$ cat config.mk
export PLATFORM = sky130hd
export DESIGN_NAME = wb_trap_unit
export DESIGN_NICKNAME = d
export VERILOG_FILES = /design/src/rtl/wb_trap_unit.sv
export SDC_FILE = /design/constraint.sdc
export NUM_CORES = 1
export LEC_CHECK = 0
export ABC_AREA = 1
export CAP_MARGIN = 0
export CELL_PAD_IN_SITES_DETAIL_PLACEMENT = 1
export CELL_PAD_IN_SITES_GLOBAL_PLACEMENT = 1
export CORE_UTILIZATION = 40
export CTS_BUF_LIST = sky130_fd_sc_hd__clkbuf_8
export DETAILED_ROUTE_END_ITERATION = 8
export PLACE_DENSITY = 0.88
export SETUP_SLACK_MARGIN = 0.2
export SLEW_MARGIN = 20
export SYNTH_ARGS = -nofsm -noshare
export SYNTH_HDL_FRONTEND = slang
export SYNTH_SLANG_ARGS = --single-unit
$ cat constraint.sdc
create_clock -name clk -period 2.8 [get_ports clk]
set_input_delay 0.28 -clock clk [delete_from_list [all_inputs] [get_ports clk]]
set_output_delay 0.28 -clock clk [all_outputs]
set_load 0.01 [all_outputs]
$ cat src/rtl/wb_trap_unit.sv
// rtl/wb_trap_unit.sv - write-back stage trap/interrupt/mret sequencer with machine CSRs
module wb_trap_unit #(
   parameter int              XLEN         = 32,
   parameter int              NUM_IRQ      = 4,
   parameter bit              VECTORED_EN  = 1'b1,
   parameter int              FLUSH_CYCLES = 2,
   parameter logic [XLEN-1:0] RESET_MTVEC  = '0
) (
   input  logic               clk,
   input  logic               rst,
   input  logic               retire_valid,
   input  logic [XLEN-1:0]    retire_pc,
   input  logic               retire_exc,
   input  logic [3:0]         retire_exc_code,
   input  logic [XLEN-1:0]    retire_tval,
   input  logic               retire_mret,
   input  logic               irq_sw,
   input  logic               irq_timer,
   input  logic               irq_ext,
   input  logic [NUM_IRQ-1:0] irq_plat,
   input  logic               csr_we,
   input  logic [11:0]        csr_addr,
   input  logic [XLEN-1:0]    csr_wdata,
   output logic [XLEN-1:0]    csr_rdata,
   output logic               wb_kill,
   output logic               trap_take,
   output logic [XLEN-1:0]    trap_pc
);
   typedef enum logic [1:0] {IDLE, REDIR, DRAIN} state_t;

   localparam logic [63:0]     PLAT_MASK = ((64'd1 << NUM_IRQ) - 64'd1) << 16;
   localparam logic [XLEN-1:0] MIE_MASK  = XLEN'(PLAT_MASK | 64'h888);
   localparam logic [XLEN-1:0] LOW2      = XLEN'(3);

   state_t            state;
   logic [2:0]        cnt;
   logic              st_mie, st_mpie;
   logic [XLEN-1:0]   mie_q, mtvec_q, mscratch_q, mepc_q, mcause_q, mtval_q;
   logic [XLEN-1:0]   mip, pending, base, mepc_rd, target;
   logic [4:0]        irq_cause;
   logic              idle, exc_dec, irq_dec, mret_dec;

   always_comb begin
      mip     = '0;
      mip[3]  = irq_sw;
      mip[7]  = irq_timer;
      mip[11] = irq_ext;
      for (int i = 0; i < NUM_IRQ; i++) mip[16+i] = irq_plat[i];
   end

   assign pending = mip & mie_q;

   // Later assignments win: plat (lowest index) < timer < sw < ext.
   always_comb begin
      irq_cause = 5'd0;
      for (int i = NUM_IRQ-1; i >= 0; i--)
         if (pending[16+i]) irq_cause = 5'(16+i);
      if (pending[7])  irq_cause = 5'd7;
      if (pending[3])  irq_cause = 5'd3;
      if (pending[11]) irq_cause = 5'd11;
   end

   assign idle     = (state == IDLE);
   assign exc_dec  = idle && retire_valid && retire_exc;
   assign irq_dec  = idle && retire_valid && !retire_exc && st_mie && (|pending);
   assign mret_dec = idle && retire_valid && !retire_exc && !irq_dec && retire_mret;
   assign wb_kill  = exc_dec || irq_dec;

   assign base    = mtvec_q & ~LOW2;
   assign mepc_rd = mepc_q & ~LOW2;

   always_comb begin
      target = base;
      if (mret_dec)                target = mepc_rd;
      else if (irq_dec && mtvec_q[0]) target = base + XLEN'({irq_cause, 2'b00});
   end

   always_comb begin
      csr_rdata = '0;
      case (csr_addr)
         12'h300: begin
            csr_rdata[3]     = st_mie;
            csr_rdata[7]     = st_mpie;
            csr_rdata[12:11] = 2'b11;
         end
         12'h304: csr_rdata = mie_q;
         12'h305: csr_rdata = mtvec_q;
         12'h340: csr_rdata = mscratch_q;
         12'h341: csr_rdata = mepc_rd;
         12'h342: csr_rdata = mcause_q;
         12'h343: csr_rdata = mtval_q;
         12'h344: csr_rdata = mip;
         default: csr_rdata = '0;
      endcase
   end

   // Trap updates take precedence over a same-cycle CSR write.
   always_ff @(posedge clk or negedge rst) begin
      if (!rst) begin
         st_mie     <= 1'b0;
         st_mpie    <= 1'b0;
         mie_q      <= '0;
         mtvec_q    <= VECTORED_EN ? (RESET_MTVEC & ~XLEN'(2)) : (RESET_MTVEC & ~LOW2);
         mscratch_q <= '0;
         mepc_q     <= '0;
         mcause_q   <= '0;
         mtval_q    <= '0;
      end else if (exc_dec || irq_dec) begin
         mepc_q   <= retire_pc;
         mcause_q <= exc_dec ? {1'b0, {(XLEN-5){1'b0}}, retire_exc_code}
                             : {1'b1, {(XLEN-6){1'b0}}, irq_cause};
         mtval_q  <= exc_dec ? retire_tval : '0;
         st_mpie  <= st_mie;
         st_mie   <= 1'b0;
      end else begin
         if (idle && csr_we) begin
            case (csr_addr)
               12'h300: begin
                  st_mie  <= csr_wdata[3];
                  st_mpie <= csr_wdata[7];
               end
               12'h304: mie_q      <= csr_wdata & MIE_MASK;
               12'h305: mtvec_q    <= VECTORED_EN ? (csr_wdata & ~XLEN'(2)) : (csr_wdata & ~LOW2);
               12'h340: mscratch_q <= csr_wdata;
               12'h341: mepc_q     <= csr_wdata;
               12'h342: mcause_q   <= csr_wdata;
               12'h343: mtval_q    <= csr_wdata;
               default: ;
            endcase
         end
         if (mret_dec) begin
            st_mie  <= st_mpie;
            st_mpie <= 1'b1;
         end
      end
   end

   always_ff @(posedge clk or negedge rst) begin
      if (!rst) begin
         state     <= IDLE;
         cnt       <= 3'd0;
         trap_take <= 1'b0;
         trap_pc   <= '0;
      end else begin
         case (state)
            IDLE: begin
               if (exc_dec || irq_dec || mret_dec) begin
                  state     <= REDIR;
                  trap_take <= 1'b1;
                  trap_pc   <= target;
               end
            end
            REDIR: begin
               state     <= DRAIN;
               cnt       <= 3'(FLUSH_CYCLES - 1);
               trap_take <= 1'b0;
               trap_pc   <= '0;
            end
            DRAIN: begin
               if (cnt == 3'd0) state <= IDLE;
               else             cnt   <= cnt - 3'd1;
            end
            default: state <= IDLE;
         endcase
      end
   end
endmodule

==> impl_metrics.env, run 1 <==
export IMPL_portBuffers=186
export IMPL_crit_chain="clkdlybuf4s50_1 > nor2_1 > nand3_1 > nor3_2 > nand2_2 > buf_12 > clkinv_2 > buf_4 > a21oi_1 > o211ai_1 > dlygate4sd2_1"
export IMPL_drive_above_1_share_pct=14.20
export IMPL_cts_tree="done"
export IMPL_area_delta_synth_final_pct=35.04
export IMPL_clockBufferDepth=3
export IMPL_top_usage_layer="met2"
export IMPL_dieArea_mm2=0.02799
export IMPL_place_hpwl_um=33660
export IMPL_worst_path_buf_inv=5
export IMPL_grt_use_met1_pct=45.07
export IMPL_layout_commonest_cell="nand2_1"
export IMPL_grt_pass1_wl_um=69930
export IMPL_async_reset_ff_share_pct=100.0
export IMPL_slowest_stage="clkdlybuf4s50_1"
export IMPL_numCtsBuffers=36
export IMPL_vias=12020
export IMPL_syn_area_mm2=0.01093
export IMPL_pin_count=191
export IMPL_drtIter0Drc=1114
export IMPL_globalplace_congestion=0.9092
export IMPL_startpoint="csr_addr[11]"
export IMPL_tightest_slew_ps=607.2
export IMPL_grtUsageMet3_pct=8.769
export IMPL_yosys_most_used_dff="dfrtp_1"
export IMPL_status="finished, final reports clean"
export IMPL_core_area_mm2=0.02688
export IMPL_avgSynthCellArea_um2=7.282
export IMPL_yosysWarnings=0
export IMPL_finalClockSkew_ps=18.74
export IMPL_ant_nets=0
export IMPL_min_period_ps=2559
export IMPL_final_nets=1884
export IMPL_grt_pass1_vias=12110
export IMPL_initial_core_util_pct=40.67
export IMPL_wire_per_inst_um=22.05
export IMPL_drc=0
export IMPL_row_count=60
export IMPL_synth_edf_count=0
export IMPL_r2r_end="trap_pc[28]"
export IMPL_critPathCaptureType="output pin"
export IMPL_final_cell_mix="nand2_1, dfrtp_1, clkdlybuf4s50_1, inv_1, o21ai_0"
export IMPL_dieHeight_um=167.3
export IMPL_setup_viol=0
export IMPL_cp_depth=11
export IMPL_overflow=0
export IMPL_reg2reg_slack_ps=280
export IMPL_cp_required_ps=2520
export IMPL_slowest_delay_ps=420
export IMPL_met2_usage_pct=50.36
export IMPL_cp_start_kind="primary input"
export IMPL_reg2reg_depth=16
export IMPL_ys_ff_latch=202
export IMPL_worstPathArrival_ps=2280
export IMPL_finalPower_mw=9.296
export IMPL_hold_viol_final=0
export IMPL_cts_sinks=202
export IMPL_grt_util_all_layers_pct=32.92
export IMPL_powerDensity_mw_per_mm2=629.8
export IMPL_grt_antenna_before_repair=2
export IMPL_synthDistinctLibCells=41
export IMPL_critical_path_class="primary input to output pin"
export IMPL_ir_drop_uv=311.8
export IMPL_power_leakage_nw=7.052
export IMPL_cpLargestDelayFamily="buffers and inverters"
export IMPL_final_util_pct=54.92
export IMPL_routed_wl_um=46680
export IMPL_design_area_mm2=0.01476
export IMPL_rsz0062_at_grt="yes"
export IMPL_vias_per_cell=5.680
export IMPL_finalCritPeriodShare_pct=91.39
export IMPL_cts_max_level=2
export IMPL_hp_class="primary input to asynchronous set/reset pin"
export IMPL_hold_ws_ps=296.7
export IMPL_dieWidth_um=167.3
export IMPL_drv_cap=0
export IMPL_max_freq_mhz=390.8
export IMPL_synth_cells=1501
export IMPL_insertion_delay_ps=560
export IMPL_post_dp_cell_area_mm2=0.01376
export IMPL_maxSlewViolCount=0
export IMPL_reg2reg_from="mie_q[17]"
export IMPL_clkTransAtPathRegs_ps=70
export IMPL_synth_seq_area_share_pct=46.25
export IMPL_worst_path_max_fanout=18
export IMPL_grt_max_degree=71
export IMPL_clockRootBuffer="clkbuf_8"
export IMPL_endpoint="csr_rdata[20]"
export IMPL_dr_pass1_iters=5
export IMPL_relSlewSlack_pct=59.37
## layout make-up
class                   count  area (um^2)
clock buffers              42        578.1
fillers                  3324        12120
clock inverters            20        95.09
repair buffers            283         2833
multi-input cells        1088         5233
flip-flops and latches    202         5056
diodes                      1        2.502
well taps                 341        426.7
inverters                 140        536.8
## worst min-delay path by stage
stage / from / to / slack [ps] / cells after the start
2_1_floorplan: rst / cnt[0] / -20 / 0
4_1_cts: retire_tval[21] / mtval_q[21] / 300 / 3
3_5_place_dp: rst / trap_pc[25] / 330 / 1
5_1_grt: retire_tval[6] / mtval_q[6] / 310 / 3
6_report: rst / trap_pc[11] / 300 / 2
3_3_place_gp: rst / trap_pc[29] / 330 / 1
## Yosys cell counts (all sizes together) (3+ instances only)
cell type	count	area share, %
nand2	569	20
dfrtp	202	46
o21ai	156	7.3
inv	138	4.8
nand3	115	5.4
nor2	85	3.3
a31oi	45	2.6
buf	44	2.2
o211ai	34	2.3
a21oi	32	1.5
clkbuf	28	0.97
nand4	13	0.74
ha	7	0.80
nor3	6	0.32
o21a	5	0.34
or2	4	0.23
nor4	3	0.17
o22ai	3	0.17
xor2	3	0.24
## cell families (layout without fill, tap and decap cells)
group | count (synthesis) | in the layout | synth area share, %
compound gates | 276 | 276 | 14.27
xor+xnor | 4 | 4 | 0.3206
fa+ha+maj | 8 | 8 | 0.9844
buf+inv | 212 | 485 | 8.013
flops | 202 | 202 | 46.25
other cells | 1 | 3 | 0.03431
simple gates | 798 | 798 | 30.13
## worst reg2reg max path: stages, from the launching register on
cell	delay (ps)
dfrtp_1	410
nand2_1	110
nand2_1	140
a21oi_2	260
nor2_4	100
fa_2	370
inv_1	70
nand3_1	70
nand2_2	140
a21oi_2	80
nor2_1	130
buf_4	190
nand3_1	80
nand2_1	80
nand3_1	60
nand2_1	70
nand2_1	40
## flip-flops by register name, indices dropped and copies added, names as in the netlist
name	flops
trap_pc	30
cnt	3
mtvec_q	31
mepc_q	30
st_mie	1
mtval_q	32
trap_take	1
mscratch_q	32
st_mpie	1
mcause_q	32
mie_q	7
state	2
## per-layer routing
| layer | share of wire [%] | wire length [um] | vias to the layer above |
|---|---|---|---|
| li1 | - | - | 5388 |
| met1 | 43 | 19880 | 5961 |
| met2 | 45 | 20810 | 578 |
| met3 | 9.6 | 4501 | 93 |
| met4 | 2.9 | 1370 | 4 |
| met5 | 0.25 | 119 | - |
## stage by stage
step                setup TNS [ps]  setup WS, ps  instances
floorplan                        0         499.7       1502
global placement             -2635        -162.1       2039
detailed placement           -7583        -323.6       2039
CTS                              0         159.7       2106
global route                     0         152.1       2116
finish                           0         241.1       2117
## power by group
group	total [mW]	switching (mW)	internal [mW]	leakage, nW
logic	2.26	1.33	0.927	4.06
clock network	2.68	1.31	1.37	0.383
registers	4.36	0.689	3.67	2.61
total	9.30	3.33	5.96	7.05
## repair_timing
action,CTS,global route
buffers inserted,2,7
gates resized for setup,89,76
gates cloned,2,3
hold endpoints to repair,66,0
setup endpoints to repair,46,54
pin swaps,7,16
hold buffers,1,0
(Power assumes the default switching activity.)
==> inputs of run 2 (changes only) <==
--- a/config.mk
+++ b/config.mk
@@ -6,12 +6,14 @@
 export NUM_CORES = 1
 export LEC_CHECK = 0
 export ABC_AREA = 1
+export ABC_CLOCK_PERIOD_IN_PS = 2800
 export CAP_MARGIN = 0
 export CELL_PAD_IN_SITES_DETAIL_PLACEMENT = 1
 export CELL_PAD_IN_SITES_GLOBAL_PLACEMENT = 1
 export CORE_UTILIZATION = 40
 export CTS_BUF_LIST = sky130_fd_sc_hd__clkbuf_8
 export DETAILED_ROUTE_END_ITERATION = 8
+export GPL_TIMING_DRIVEN = 0
 export PLACE_DENSITY = 0.88
 export SETUP_SLACK_MARGIN = 0.2
 export SLEW_MARGIN = 20
==> impl_metrics.env, run 2 (synthesis gave the netlist of run 1 again) <==
export IMPL_grt_antenna_before_repair=0
export IMPL_final_cell_mix="nand2_1, dfrtp_1, clkdlybuf4s50_1, inv_1, nand3_1"
export IMPL_routed_wl_um=48780
export IMPL_cts_tree="done"
export IMPL_grt_max_degree=82
export IMPL_dieArea_mm2=0.02799
export IMPL_grt_util_all_layers_pct=34.49
export IMPL_vias_per_cell=5.733
export IMPL_hold_viol_final=0
export IMPL_clockRootBuffer="clkbuf_8"
export IMPL_slowest_delay_ps=420
export IMPL_finalClockSkew_ps=17.13
export IMPL_worst_path_max_fanout=10
export IMPL_relSlewSlack_pct=57.98
export IMPL_wl_met2_um=22530
export IMPL_reg2reg_slack_ps=200
export IMPL_overflow=0
export IMPL_area_delta_synth_final_pct=33.63
export IMPL_ir_drop_uv=540.7
export IMPL_core_area_mm2=0.02688
export IMPL_grt_pass1_vias=12380
export IMPL_reg2reg_from="mie_q[3]"
export IMPL_routed_top_layer="met4"
export IMPL_seq_area_mm2=0.005056
export IMPL_cpLargestDelayFamily="buffers and inverters"
export IMPL_drv_cap=0
export IMPL_met3_length_um=3941
export IMPL_multi_input_area_mm2=0.005329
export IMPL_switching_share_pct=36.16
export IMPL_place_hpwl_um=36720
export IMPL_crit_chain="clkdlybuf4s50_1 > inv_1 > nand2_2 > nor3_4 > nand2_2 > clkinv_4 > clkbuf_8 > nand2_1 > o21ai_1 > a31oi_1 > nand3_1 > dlygate4sd2_1"
export IMPL_drc=0
export IMPL_drive_above_1_share_pct=13.68
export IMPL_cts_max_level=2
export IMPL_row_count=60
export IMPL_critical_path_class="primary input to output pin"
export IMPL_numCtsBuffers=37
export IMPL_cp_start_kind="primary input"
export IMPL_crit_top_cell="nand2_2"
export IMPL_vias=12180
export IMPL_tightest_slew_ps=630.3
export IMPL_dieHeight_um=167.3
export IMPL_pin_count=191
export IMPL_n_antenna_cell=0
export IMPL_critPathCaptureType="output pin"
export IMPL_worst_path_buf_inv=5
export IMPL_clockBufferDepth=3
export IMPL_seqPwrFrac_pct=46.7
export IMPL_rsz0062_at_grt="no"
export IMPL_worstPathArrival_ps=2340
export IMPL_slowest_stage="clkdlybuf4s50_1"
export IMPL_hold_ws_ps=222.2
export IMPL_powerDensity_mw_per_mm2=635.8
export IMPL_finalCritPeriodShare_pct=93.53
export IMPL_p_clk_share_pct=28.7
export IMPL_r2r_end="trap_pc[26]"
export IMPL_top_regs="mcause_q x32, mscratch_q x32, mtval_q x32"
export IMPL_drtIter0Drc=1106
export IMPL_cp_required_ps=2520
export IMPL_dieWidth_um=167.3
export IMPL_globalplace_congestion=0.9577
export IMPL_pwr_share_comb_pct=24.6
export IMPL_wire_per_inst_um=22.96
export IMPL_status="finished, final reports clean"
export IMPL_finalPower_mw=9.286
export IMPL_cp_depth=12
export IMPL_maxSlewViolCount=0
export IMPL_endpoint="csr_rdata[28]"
export IMPL_power_internal_mw=5.929
export IMPL_max_freq_mhz=381.8
export IMPL_layout_commonest_cell="nand2_1"
export IMPL_setup_viol=0
export IMPL_portBuffers=186
export IMPL_min_period_ps=2619
export IMPL_initial_core_util_pct=40.67
export IMPL_clkTransAtPathRegs_ps=60
export IMPL_wl_met1_um=20760
export IMPL_dr_pass1_iters=5
export IMPL_p_sw_mw=3.358
export IMPL_nFillCells=3387
export IMPL_reg2reg_depth=17
export IMPL_final_nets=1894
export IMPL_power_leakage_nw=7.050
export IMPL_hp_class="primary input to asynchronous set/reset pin"
export IMPL_grt_pass1_wl_um=72860
export IMPL_ant_nets=0
export IMPL_cts_sinks=202
export IMPL_insertion_delay_ps=550
export IMPL_startpoint="csr_addr[2]"
-- run 2: changes by cell type in the layout (fill, tap and decap cells not counted), sizes merged, moves of 3 or more --
cell,change
clkinv,-5
dlygate4sd2,+5
clkbuf,+27
clkdlybuf4s50,-3
buf,-21
clkdlybuf4s15,-3
inv,+8
clkinvlp,-3
dlymetal6s2s,+5
-- run 2: timing repair --
action / in CTS / in global routing
cloned: 1 / 0
gates resized for setup: 138 / 85
hold endpoints to repair: 47 / 0
pin swaps: 12 / 14
buffers inserted: 16 / 14
endpoints found under the setup margin: 58 / 53
hold buffers: 1 / 0
-- run 2: area by class of cell --
class                   count  area share (%)
inverters                 140           3.658
flip-flops and latches    202           34.62
multi-input cells        1088           36.48
well taps                 341           2.921
clock inverters            20          0.5654
clock buffers              42           3.958
repair buffers            220           14.30
plain buffers              72           3.504
-- run 2: stage by stage --
step	TNS (ps)	cell area, um^2	setup WS [ps]	std cells	util, %
global placement	-1466410	13220	-7157	2029	49.20
floorplan	0	10930	499.7	1502	-
global route	0	14610	75.29	2125	54.35
CTS	0	14370	29.90	2111	53.46
finish	0	14610	181.0	2125	54.35
detailed placement	-29460	13280	-676.2	2031	49.42
-- run 2: metal layers --
| layer | vias up | global-route usage [%] |
|---|---|---|
| met2 | 610 | 55.29 |
| met4 | 0 | 12.17 |
| li1 | 5399 | - |
| met5 | - | 0 |
| met3 | 115 | 6.311 |
| met1 | 6059 | 46.74 |
-- run 2: worst min path at each step --
stage          cells after the start  slack (ps)           to
2_1_floorplan                      0         -20       cnt[0]
3_3_place_gp                       2         460  trap_pc[17]
3_5_place_dp                       1         210  trap_pc[23]
4_1_cts                            2         250  trap_pc[23]
5_1_grt                            2         280  trap_pc[23]
6_report                           2         220  trap_pc[23]
-- run 2: power by group through the flow --
stage	sequential (mW)	clock, mW	combinational [mW]
floorplan	4.06	0	1.25
global placement	4.27	0	2.08
detailed placement	4.33	0	2.20
CTS	4.29	2.67	2.25
global route	4.37	2.78	2.51
finish	4.33	2.66	2.29
